===== config.mk =====
export PLATFORM = sky130hd
export DESIGN_NAME = march_bist_ctrl
export DESIGN_NICKNAME = d
export VERILOG_FILES = /design/src/rtl/march_bist_ctrl.sv
export SDC_FILE = /design/constraint.sdc
export NUM_CORES = 1
export LEC_CHECK = 0
export ABC_CLOCK_PERIOD_IN_PS = 2600
export BUFFER_PORTS_ARGS = -buffer_cell sky130_fd_sc_hd__buf_2
export CAP_MARGIN = 5
export CELL_PAD_IN_SITES_DETAIL_PLACEMENT = 0
export CELL_PAD_IN_SITES_GLOBAL_PLACEMENT = 1
export CORE_ASPECT_RATIO = 1.2
export CORE_MARGIN = 2
export CORE_UTILIZATION = 37
export DETAILED_ROUTE_END_ITERATION = 16
export PLACE_DENSITY_LB_ADDON = 0.3
export SYNTH_ARGS = -nofsm -noshare
export SYNTH_HDL_FRONTEND = slang
export SYNTH_SLANG_ARGS = --single-unit

===== constraint.sdc =====
create_clock -name clk -period 2.6 [get_ports clk]
set_input_delay 0.39 -clock clk [delete_from_list [all_inputs] [get_ports clk]]
set_output_delay 0.39 -clock clk [all_outputs]
set_load 0.005 [all_outputs]

===== src/rtl/march_bist_ctrl.sv =====
// march_bist_ctrl: March C- BIST sequencer for one embedded RAM.
//   Steps an external address generator and issues read/write strobes through the
//   six March C- elements. Each read is checked against its background one cycle later.
//   Ports: clk, rst_n (async, active-low), start (pulse, accepted in IDLE/DONE),
//     adr_in (generator address),
//     gen_rst/gen_preset/gen_en/gen_up (generator controls),
//     mem_we/mem_re/mem_wdata/mem_rdata (RAM side),
//     busy/done/fail/fail_adr/fail_elem (status).
//   Optional: define BIST_FAIL_STOP_EN to abort the test on the first mismatch.
module march_bist_ctrl #(
    parameter int Adr_size  = 8,
    parameter int Data_size = 8
) (
    input  logic                 clk,
    input  logic                 rst_n,
    input  logic                 start,
    input  logic [Adr_size-1:0]  adr_in,
    output logic                 gen_rst,
    output logic                 gen_preset,
    output logic                 gen_en,
    output logic                 gen_up,
    output logic                 mem_we,
    output logic                 mem_re,
    output logic [Data_size-1:0] mem_wdata,
    input  logic [Data_size-1:0] mem_rdata,
    output logic                 busy,
    output logic                 done,
    output logic                 fail,
    output logic [Adr_size-1:0]  fail_adr,
    output logic [2:0]           fail_elem
);
    localparam logic [2:0] IDLE  = 3'd0;
    localparam logic [2:0] SETUP = 3'd1;
    localparam logic [2:0] RD    = 3'd2;
    localparam logic [2:0] WR    = 3'd3;
    localparam logic [2:0] DRAIN = 3'd4;
    localparam logic [2:0] DONE  = 3'd5;
`ifdef BIST_FAIL_STOP_EN
    localparam logic STOP_EN = 1'b1;
`else
    localparam logic STOP_EN = 1'b0;
`endif

    logic [2:0]           state_q, state_d, elem_q, elem_d, fail_elem_q, fail_elem_d;
    logic [Data_size-1:0] exp_q, exp_d;
    logic [Adr_size-1:0]  cmp_adr_q, cmp_adr_d, fail_adr_q, fail_adr_d;
    logic                 cmp_vld_q, cmp_vld_d, fail_q, fail_d;
    logic                 up, has_rd, has_wr, rd_one, wr_one, last, mismatch, abort;

    // Element decode: M3/M4 run downwards, M0 has no read, M5 has no write.
    assign up       = !(elem_q == 3'd3 || elem_q == 3'd4);
    assign has_rd   = elem_q != 3'd0;
    assign has_wr   = elem_q != 3'd5;
    assign rd_one   = elem_q == 3'd2 || elem_q == 3'd4;
    assign wr_one   = elem_q == 3'd1 || elem_q == 3'd3;
    assign last     = up ? (&adr_in) : ~|adr_in;
    assign mismatch = cmp_vld_q && (mem_rdata != exp_q);
    assign abort    = STOP_EN && mismatch;

    always_comb begin
        state_d     = state_q;
        elem_d      = elem_q;
        fail_d      = fail_q;
        fail_adr_d  = fail_adr_q;
        fail_elem_d = fail_elem_q;
        gen_en      = 1'b0;
        mem_re      = 1'b0;
        mem_we      = 1'b0;
        case (state_q)
            IDLE, DONE: begin
                if (start) begin
                    state_d     = SETUP;
                    elem_d      = 3'd0;
                    fail_d      = 1'b0;
                    fail_adr_d  = '0;
                    fail_elem_d = 3'd0;
                end
            end
            SETUP: state_d = has_rd ? RD : WR;
            RD: begin
                mem_re = 1'b1;
                if (has_wr) begin
                    state_d = WR;
                end else begin
                    // M5 is read-only, so the read is also the final op of the address.
                    gen_en  = !last;
                    state_d = last ? DRAIN : RD;
                end
            end
            WR: begin
                mem_we = 1'b1;
                gen_en = !last;
                if (last) begin
                    state_d = SETUP;
                    elem_d  = elem_q + 3'd1;
                end else begin
                    state_d = has_rd ? RD : WR;
                end
            end
            DRAIN: state_d = DONE;
            default: state_d = IDLE;
        endcase
        // Only the first mismatch of a run is recorded.
        if (mismatch && !fail_q) begin
            fail_d      = 1'b1;
            fail_adr_d  = cmp_adr_q;
            fail_elem_d = elem_q;
        end
        if (abort) begin
            state_d = DONE;
            mem_re  = 1'b0;
            mem_we  = 1'b0;
            gen_en  = 1'b0;
        end
        // Read data returns next cycle; remember what and where it should be.
        cmp_vld_d = mem_re;
        exp_d     = {Data_size{rd_one}};
        cmp_adr_d = adr_in;
    end

    always_ff @(posedge clk or negedge rst_n) begin
        if (!rst_n) begin
            state_q     <= IDLE;
            elem_q      <= 3'd0;
            exp_q       <= '0;
            cmp_adr_q   <= '0;
            cmp_vld_q   <= 1'b0;
            fail_q      <= 1'b0;
            fail_adr_q  <= '0;
            fail_elem_q <= 3'd0;
        end else begin
            state_q     <= state_d;
            elem_q      <= elem_d;
            exp_q       <= exp_d;
            cmp_adr_q   <= cmp_adr_d;
            cmp_vld_q   <= cmp_vld_d;
            fail_q      <= fail_d;
            fail_adr_q  <= fail_adr_d;
            fail_elem_q <= fail_elem_d;
        end
    end

    assign gen_rst    = state_q == SETUP && up;
    assign gen_preset = state_q == SETUP && !up;
    assign gen_up     = (state_q == SETUP || state_q == RD || state_q == WR) && up;
    assign mem_wdata  = mem_we ? {Data_size{wr_one}} : '0;
    assign busy       = state_q == SETUP || state_q == RD || state_q == WR || state_q == DRAIN;
    assign done       = state_q == DONE;
    assign fail       = fail_q;
    assign fail_adr   = fail_adr_q;
    assign fail_elem  = fail_elem_q;
endmodule


# Word-level counts from Yosys, hierarchy flattened
# Cells that the tools add are included.
# Widths: inputs -> output; s select.
dict set report totals {
  out_inout_bits 28
  reg_bits 28
  inputBits 19
}
dict set report classes {
  n_mux 23
  addsub 1
  n_reduce_logical 25
  n_eq_ne 13
}
# op n
set ops {}
lappend ops {{$mux 8} 4}
lappend ops {{$mux 3} 7}
lappend ops {{$pmux 3 s5} 1}
lappend ops {{$eq 3x2->1 const B} 4}
lappend ops {{$eq 3x3->1 const B} 3}
lappend ops {{$mux 1} 8}
lappend ops {{$ne 8x8->1} 1}
lappend ops {{$reduce_and 8->1} 1}
lappend ops {{$reduce_or 8->1} 1}
lappend ops {{$eq 3x1->1 const B} 2}
lappend ops {{$logic_or 1x1->1} 6}
lappend ops {{$pmux 3 s2} 1}
lappend ops {{$reduce_bool 2->1} 3}
lappend ops {{$logic_and 1x1->1} 5}
lappend ops {{$logic_not 1->1} 4}
lappend ops {{$ne 2x2->1 const B} 2}
lappend ops {{$add 3x1->3 const B} 1}
lappend ops {{$logic_not 3->1} 1}
lappend ops {{$ne 3x3->1 const B} 1}
lappend ops {{$reduce_and 3->1} 1}
lappend ops {{$reduce_bool 3->1} 1}
lappend ops {{$mux 2} 1}
lappend ops {{$pmux 1 s2} 1}
lappend ops {{$reduce_and 2->1} 1}
lappend ops {{$reduce_or 2->1} 1}

# Logic depth before layout (Yosys ltp)
# Gate-level depths: netlist (run 1).
dict set report logic_depth {
  word_depth 6
  depth_mapped 6
  depth_no_buf 6
}

# Least setup slack after synthesis (run 1)
# No wires, ideal clock.
dict set report synth_path {
  path_type {register -> output}
  from {register elem_q[0]}
  to {output gen_en}
  arrival_ns 1.605
  path_buffers 0
  path_slack_ns 0.605
  t_required_ns 2.210
  stages_incl_launch_ff 7
  path_cell_list {dfrtp_1 inv_1 ha_1 mux2_2 and3_1 or2_2 nor3_1}
}
dict set report synth_between {
  elab_chain_len 6
  elab_cells_between_ends 8
  cone_classes {eq/ne: 3; mux: 3; reduce/logical: 2}
}
# element line
set synth_lines {}
lappend synth_lines {{start, declared} 44} ;# logic [2:0] state_q, state_d, elem_q, elem_d, fail_elem_q, fail_elem_d;
lappend synth_lines {{start signal, assigned} 133} ;# elem_q <= elem_d;
lappend synth_lines {{$eq 3x2->1 / $eq 3x3->1 (equally long branches)} 51} ;# assign up = !(elem_q == 3'd3 || elem_q == 3'd4);
lappend synth_lines {{$logic_or 1x1->1} 51}
lappend synth_lines {{$mux 1} 56} ;# assign last = up ? (&adr_in) : ~|adr_in;
lappend synth_lines {{$logic_not 1->1} {86, 92}}
lappend synth_lines {{$mux 1} 82} ;# if (has_wr) begin
lappend synth_lines {{$pmux 1 s2 *} 69} ;# case (state_q)
lappend synth_lines {{end, declared} 20} ;# output logic gen_en,
# Every way passes the cells marked *; elsewhere a longest branch is shown, timed or not.

# Final worst setup path (run 1)
# Same ends and word-level chain as after synthesis.

==> results by group, run 1 <==
Worst setup path
  • CP required: 2.21 ns
  • Max FO, Critical Path: 5
  • Arrival @ worst endpoint: between 2 and 2.5 ns
  • CP Class: flip-flop to output port
  • Endpoint class of the critical path: output port
  • Critical Path Source Type: flip-flop

Timing
  • Tcrit/Tclk final: 0.950
  • Final hold slack: 0.105 ns
  • Clock Skews: 0.00772 ns
  • Setup slack after layout: 0.131 ns
  • Worst slew pin tran: 0.596 ns
  • Count of pins over their slew limit: 0
  • Fmax: between 0.4 and 0.5 GHz
  • Setup Total Neg Slack: 0 ns
  • Final min period: 2.47 ns
  • Relative slew slack: 0.603
  • RSZ-0062 raised after global routing: no
  • Setup violators final: 0
  • Final-report hold violation count: 0

Placed design
  • Post-placement cell area: 1660 um^2
  • # port buffers: 46
  • Pre-CTS setup slack: approximately 0.42 ns
  • GPL Wtd Cong: roughly 0.8
  • DP Wirelength: 2140 um

Flow run
  • MaxCap Viol Count: 0

Floorplanning
  • Top Ports: 47
  • Die W: about 60 um
  • Core box area: 3660 um^2
  • Initial core utilization: 0.389
  • Core Rows: 24
  • Area of the die: 4370 um^2
  • Height of the die: 72.0 um

Clock network
  • Reg clk slew, reported paths: 0.10 ns
  • CTS sink count: 28
  • Root Driver: clkbuf_8
  • Total CTS buffers: 3
  • TritonCTS clock tree: done
  • CTS H-tree lvls: 1
  • Clock Path Buffers: 2
  • Clock latency on the worst-skew pair: between 0.2 and 0.3 ns

Synthesis
  • Yosys reg bits: 28
  • Synth unique cells: 35
  • Post-synth EDFFs: 0
  • Most frequent cells after synthesis: 28 x dfrtp_1, 16 x nand2_1, 14 x mux2i_1
  • Sequential-to-total area share from yosys stat: 0.492
  • Synthesized cell area: 1430 um^2
  • Synth Warn #: 0
  • Cell with the most instances after synthesis: dfrtp_1
  • Share of the synthesized area in the top cell type: 0.492
  • Top_reg_cell synth: dfrtp_1
  • Ys async rst share: 1.00
  • Synth area leader: dfrtp_1
  • Largest cells by area after synthesis: dfrtp_1 49%, mux2i_1 9.8%, ha_1 4.4%
  • Synth Instances: 136
  • Avg Cell Area, Syn: 10.5 um^2
  • Synth Net Count: 160

Hold path
  • Hold Crit Class: input pin to async pin

Global routing
  • Aggregate global routing overflow: 0
  • Total GRT Usage: 0.142
  • Global-route wire length before repair: 4650 um
  • Vias in the first global route: 1058
  • Largest net degree at the start of global routing: 29
  • Initial antenna violation count: 0

Power
  • Power Density: 687 nW/um^2
  • Total power: 0.00119 W
  • Worst VDD drop: 0.000213 V
  • Static Leak: between 0.8 and 0.9 nW

Route
  • ANT nets after route: 0
  • Routed vias/inst: approximately 4.6
  • Met2 WL: around 1400 um
  • Iter 0 DRT Violations: 27
  • Met1 Wirelength: 1200 um
  • WL met3: 144 um
  • Highest Signal Layer: met4
  • TritonRoute pass-1 iters: 3
  • Via Count: 1062
  • Post-Route WL: 2800 um
  • Residual DRC: 0
  • Wirelength per Cell: 12.2 um

Cells and area
  • Layout cell share with drive strength beyond 1: 0.333
  • Antenna cells: 0
  • Area growth syn-to-layout: 21.7%
  • Post-route cell area: 1730 um^2
  • Nets: 202

Status
  • Status: completed
[stage by stage]
step,util,cells
final,0.473,229
after global routing,0.473,229
after CTS,0.471,228
after detailed placement,0.452,224
after global placement,0.452,224
after floorplan,-,136
[routing by layer]
metal / vias to the layer above / GRT usage
li1: 536 / -
met1: 489 / 0.164
met2: 31 / 0.244
met3: 6 / 0.0267
met4: 0 / 0.0725
met5: - / 0
[cell families after synthesis]
logic type	Yosys count	share of synthesized area
buffers and inverters	25	0.0904
and+or+nand+nor	49	0.199
xor gates and xnor gates	1	0.00615
adders and majority gates	5	0.0439
DFF	28	0.492
muxes	16	0.114
AOI/OAI and AO/OA	12	0.0544
[report_power, final]
group	switching (W)	total, W	internal, W
Sequential	0.0000481	0.000570	0.000522
Combinational	0.000137	0.000283	0.000146
Clock	0.000132	0.000338	0.000206
Total	0.000317	0.00119	0.000874
[cells in the final DEF (no fill, tap or decap), types with 2 or more instances in the layout]
cell type and instances:
nor2b_1 3, nor4_1 2, and2_1 2, nand4_1 3, mux2i_1 14, dfrtp_1 28, nor3_1 5, clkbuf_8 3
or3_1 2, mux2_2 2, inv_1 13, buf_2 46, nand2b_1 5, ha_1 5, nand2_1 16, nor2_1 3
o21ai_0 2, buf_4 3, a21oi_1 4
[registers in the layout, indices dropped and copies added, names as in the netlist]
signal	count
exp_q	1
fail_adr	8
elem_q	3
cmp_adr_q	8
fail	1
fail_elem	3
cmp_vld_q	1
state_q	3
[repair_timing]
action / 4_1_cts / 5_1_grt
hold endpoints to repair: 0 / 0
endpoints found under the setup margin: 0 / 1
buffers inserted: 0 / 1
hold buffers: 0 / 0
resized for setup: 0 / 0
[final timing paths]
kind | from | end | slack, ns | cells past startpoint
setup / recovery | elem_q[0] | gen_en | 0.13 | 7
min in group clk | adr_in[3] | cmp_adr_q[3] | 0.24 | 1
hold reg to reg | cmp_adr_q[5] | fail_adr[5] | 0.50 | 2
hold / removal | rst_n | fail_adr[4] | 0.11 | 1
max in group asynchronous | rst_n | fail_elem[2] | 2.10 | 1
setup reg to reg | elem_q[0] | state_q[2] | 0.74 | 6
[area by class of cell]
class / count / area, um^2
Tap cell: 52 / 65.1
Fill cell: 372 / 1930
Clock buffer: 3 / 41.3
Multi-Input combinational cell: 83 / 596
Inverter: 13 / 48.8
Clock inverter: 1 / 30.0
Timing Repair Buffer: 49 / 253
Sequential cell: 28 / 701
[worst max-delay path, stage by stage (launching register included)]
cell and delay, ns:
dfrtp_1 0.41, inv_1 0.10, ha_1 0.22, mux2_2 0.31, and3_1 0.18, or2_2 0.30
nor3_1 0.16, buf_2 0.13
Note: power is estimated with default switching activity, not from simulation.
==> run 2: changes to the inputs <==
--- a/config.mk
+++ b/config.mk
@@ -5,6 +5,7 @@
 export SDC_FILE = /design/constraint.sdc
 export NUM_CORES = 1
 export LEC_CHECK = 0
+export ABC_AREA = 1
 export ABC_CLOCK_PERIOD_IN_PS = 2600
 export BUFFER_PORTS_ARGS = -buffer_cell sky130_fd_sc_hd__buf_2
 export CAP_MARGIN = 5
@@ -12,7 +13,7 @@
 export CELL_PAD_IN_SITES_GLOBAL_PLACEMENT = 1
 export CORE_ASPECT_RATIO = 1.2
 export CORE_MARGIN = 2
-export CORE_UTILIZATION = 37
+export CORE_UTILIZATION = 36
 export DETAILED_ROUTE_END_ITERATION = 16
 export PLACE_DENSITY_LB_ADDON = 0.3
 export SYNTH_ARGS = -nofsm -noshare
==> results by group, run 2 <==
Status
  • Status: completed

Cells and area
  • Antenna cells: 0 (unchanged)
  • Utilization after layout: 0.452 (-0.0210)
  • Register area: 701 um^2 (unchanged)
  • Nets: 244 (+21%)
  • Commonest non-fill, non-tap cells in the layout: 49 x nand2_1, 46 x buf_2, 28 x dfrtp_1, 21 x nor2_1, 19 x nand3_1
  • Most common cell after layout, fill and taps aside: nand2_1
  • Area growth syn-to-layout: 20.3%
  • Number of fill cells: 419 (+13%)
  • Multi-input logic area: 642 um^2 (+7.8%)
  • Layout cell share with drive strength beyond 1: 0.301 (-0.0320)
  • Post-Layout Cell Count: 273 (+19%)

Worst setup path
  • R2r endpoint: elem_q[2]
  • Critical path's most frequent cell: nand2_1
  • Max FO, Critical Path: 7 (+2)
  • Slowest-stage cell, CP: dfrtp_1
  • Endpoint class of the critical path: output port
  • Arrival @ worst endpoint: 1.78 ns (-0.30 ns)
  • Worst R2R Setup Slack: 1.07 ns (+0.33 ns)
  • Reg2Reg Launch Point: elem_q[0]
  • WP buf/inv: 2 (unchanged)
  • Critical Path Source Type: flip-flop
  • CP Class: flip-flop to output port
  • Critical Path Max Stage Delay: 0.43 ns (+0.02 ns)
  • Critical path's top delay family: simple AND/OR/NAND/NOR gates
  • CP required: 2.21 ns (about the same)
  • R2R depth: 10 (+4)
  • CP cell instances: inv_1, ha_1, nand2_1, nand2_2, nand2_1, nand2_4, a211oi_1, buf_2

Synthesis
  • Synth Warn #: 0 (unchanged)
  • Largest cells by area after synthesis: dfrtp_1 47%, nand2_1 12%, nand3_1 6.4%
  • Yosys reg bits: 28 (unchanged)
  • Combinational family with the most area after synthesis: simple AND/OR/NAND/NOR gates
  • Share of the synthesized area in the top cell type: 0.473 (-0.0191)
  • Ys async rst share: 1.00 (unchanged)
  • Synth area leader: dfrtp_1
  • Most frequent cells after synthesis: 49 x nand2_1, 28 x dfrtp_1, 21 x nor2_1
  • XOR/XNOR Fraction of Synth Area: 0 (-0.00615)
  • Sequential-to-total area share from yosys stat: 0.473 (-0.0191)
  • Simple logic cell fraction of the synthesized area: 0.376 (+0.177)
  • Synthesized cell area: 1480 um^2 (+4.0%)
  • Top_reg_cell synth: dfrtp_1
  • Synth unique cells: 24 (-31%)
  • Synth Instances: 179 (+32%)
  • Mux cell area share after synthesis: 0 (-0.114)
  • Post-synthesis compound-gate area fraction: 0.0143 (-0.0401)
  • Adder-Cell Fraction of Synth Area: 0.0422 (-0.00170)
  • Synth Net Count: 203 (+27%)
  • Post-synth EDFFs: 0 (unchanged)
  • Avg Cell Area, Syn: 8.28 um^2 (-21%)
  • Cell with the most instances after synthesis: nand2_1

Clock network
  • Post-CTS Resized: 0 (unchanged)
  • CTS sink count: 28 (unchanged)
  • Clock Path Buffers: 2 (unchanged)
  • Root Driver: clkbuf_8
  • CTS H-tree lvls: 1 (unchanged)
  • Clock latency on the worst-skew pair: 0.27 ns (about the same)
  • TritonCTS clock tree: done
  • Reg clk slew, reported paths: 0.10 ns (about the same)
  • Cts hold-fix bufs: 0 (unchanged)
  • Post-CTS Setup Inserts: 0 (unchanged)
  • Total CTS buffers: 3 (unchanged)

Global routing
  • Vias in the first global route: 1154 (+9.1%)
  • Global-route wire length before repair: 5260 um (+13%)
  • Met3 Resource Use GR: 0.0151 (-0.0116)
  • Initial antenna violation count: 0 (unchanged)
  • Largest net degree at the start of global routing: 29 (unchanged)
  • Aggregate global routing overflow: 0 (unchanged)
  • Gr busiest metal: met2
  • Grt met1 use: 0.180 (+0.0158)
  • Total GRT Usage: 0.145 (+0.00280)
  • GR Util met2: 0.262 (+0.0179)

Placed design
  • # port buffers: 46 (unchanged)
  • Placed Cells: 269 (+20%)
  • DP Wirelength: 2440 um (+14%)
  • GPL Wtd Cong: 0.721 (-7.9%)

Route
  • Iter 0 DRT Violations: 62 (+130%)
  • Post-Route WL: 3200 um (+14%)
  • ANT nets after route: 0 (unchanged)
  • Residual DRC: 0 (unchanged)
  • Via Count: 1243 (+17%)
  • TritonRoute pass-1 iters: 4 (+1)
  • Routed vias/inst: 4.55 (-1.8%)
  • Wirelength per Cell: 11.7 um (-4.1%)

Timing
  • Tcrit/Tclk final: 0.834 (-0.116)
  • Final min period: 2.17 ns (-0.301 ns)
  • Worst slew pin tran: 0.618 ns (+0.0215 ns)
  • Setup Total Neg Slack: 0 ns (unchanged)
  • Fmax: 0.461 GHz (+14%)
  • Relative slew slack: 0.588 (-0.0143)
  • RSZ-0062 raised after global routing: no
  • Count of pins over their slew limit: 0 (unchanged)
  • Final-report hold violation count: 0 (unchanged)
  • Clock Skews: 0.00711 ns (-0.000609 ns)
  • Setup violators final: 0 (unchanged)

Power
  • Power Density: 841 nW/um^2 (+23%)
  • Worst VDD drop: 0.000395 V (+85%)
  • Static Leak: 0.996 nW (+14%)

Floorplanning
  • Area of the die: 4650 um^2 (+6.5%)
  • Core Rows: 25 (+4.2%)
  • Core box area: 3940 um^2 (+7.6%)
  • Initial core utilization: 0.376 (-0.0128)
  • Height of the die: 74.3 um (+3.2%)
  • Top Ports: 47 (unchanged)
  • Die W: 62.6 um (+3.2%)

Flow run
  • MaxCap Viol Count: 0 (unchanged)

Hold path
  • Hold Crit Class: input pin to async pin
run 2: report_power, final:
part | internal, W | leakage, nW | switching [W]
Clock | 0.000206 | 0.0357 | 0.000130
Sequential | 0.000525 | 0.356 | 0.0000664
Combinational | 0.000228 | 0.605 | 0.000345
run 2: worst max-delay path by stage:
stage | from | to | cells after the start
final | elem_q[0] | gen_en | 8
after CTS | elem_q[0] | gen_en | 8
after global placement | elem_q[0] | gen_en | 8
after global routing | elem_q[0] | gen_en | 8
after floorplan | elem_q[0] | gen_en | 7
after detailed placement | elem_q[0] | gen_en | 8
run 2: cells by family after synthesis:
family | Yosys count
AND/OR/NAND/NOR | 116
adder cells (fa/ha/maj) | 5
buffers and inverters | 27
flip-flops | 28
AO/OA/AOI/OAI | 3
run 2: final cells by class:
| cell class | instances | area share |
|---|---|---|
| clock buffers | 3 | 0.0232 |
| clock inverters | 1 | 0.0168 |
| inverters | 15 | 0.0316 |
| multi-input cells | 124 | 0.360 |
| flip-flops and latches | 28 | 0.393 |
| well taps | 54 | 0.0379 |
| repair buffers | 48 | 0.138 |
run 2: layer usage:
metal	wire [um]	vias up
met2	1610	25
met1	1460	560
met4	29	0
met5	0	-
li1	-	656
met3	102	2
run 2: stage by stage:
stage | hold WS (ns) | power [W] | instance area, um^2 | worst slack (ns)
5_1_grt | 0.164 | 0.00163 | 1780 | 0.306
4_1_cts | 0.139 | 0.00153 | 1780 | 0.434
2_1_floorplan | 0.0944 | 0.000980 | 1480 | 0.957
6_report | 0.118 | 0.00150 | 1780 | 0.432
3_3_place_gp | 0.434 | 0.00119 | 1710 | 0.802
3_5_place_dp | 0.443 | 0.00118 | 1710 | 0.759
run 2: worst register-to-register path: stages (launching register included):
cell     delay [ns]
dfrtp_1        0.43
inv_1          0.10
ha_1           0.22
nand2_1        0.10
nand2_2        0.10
inv_2          0.09
nand3_4        0.08
nand3_2        0.11
nand2_1        0.08
nand2_1        0.07
nand2_1        0.05
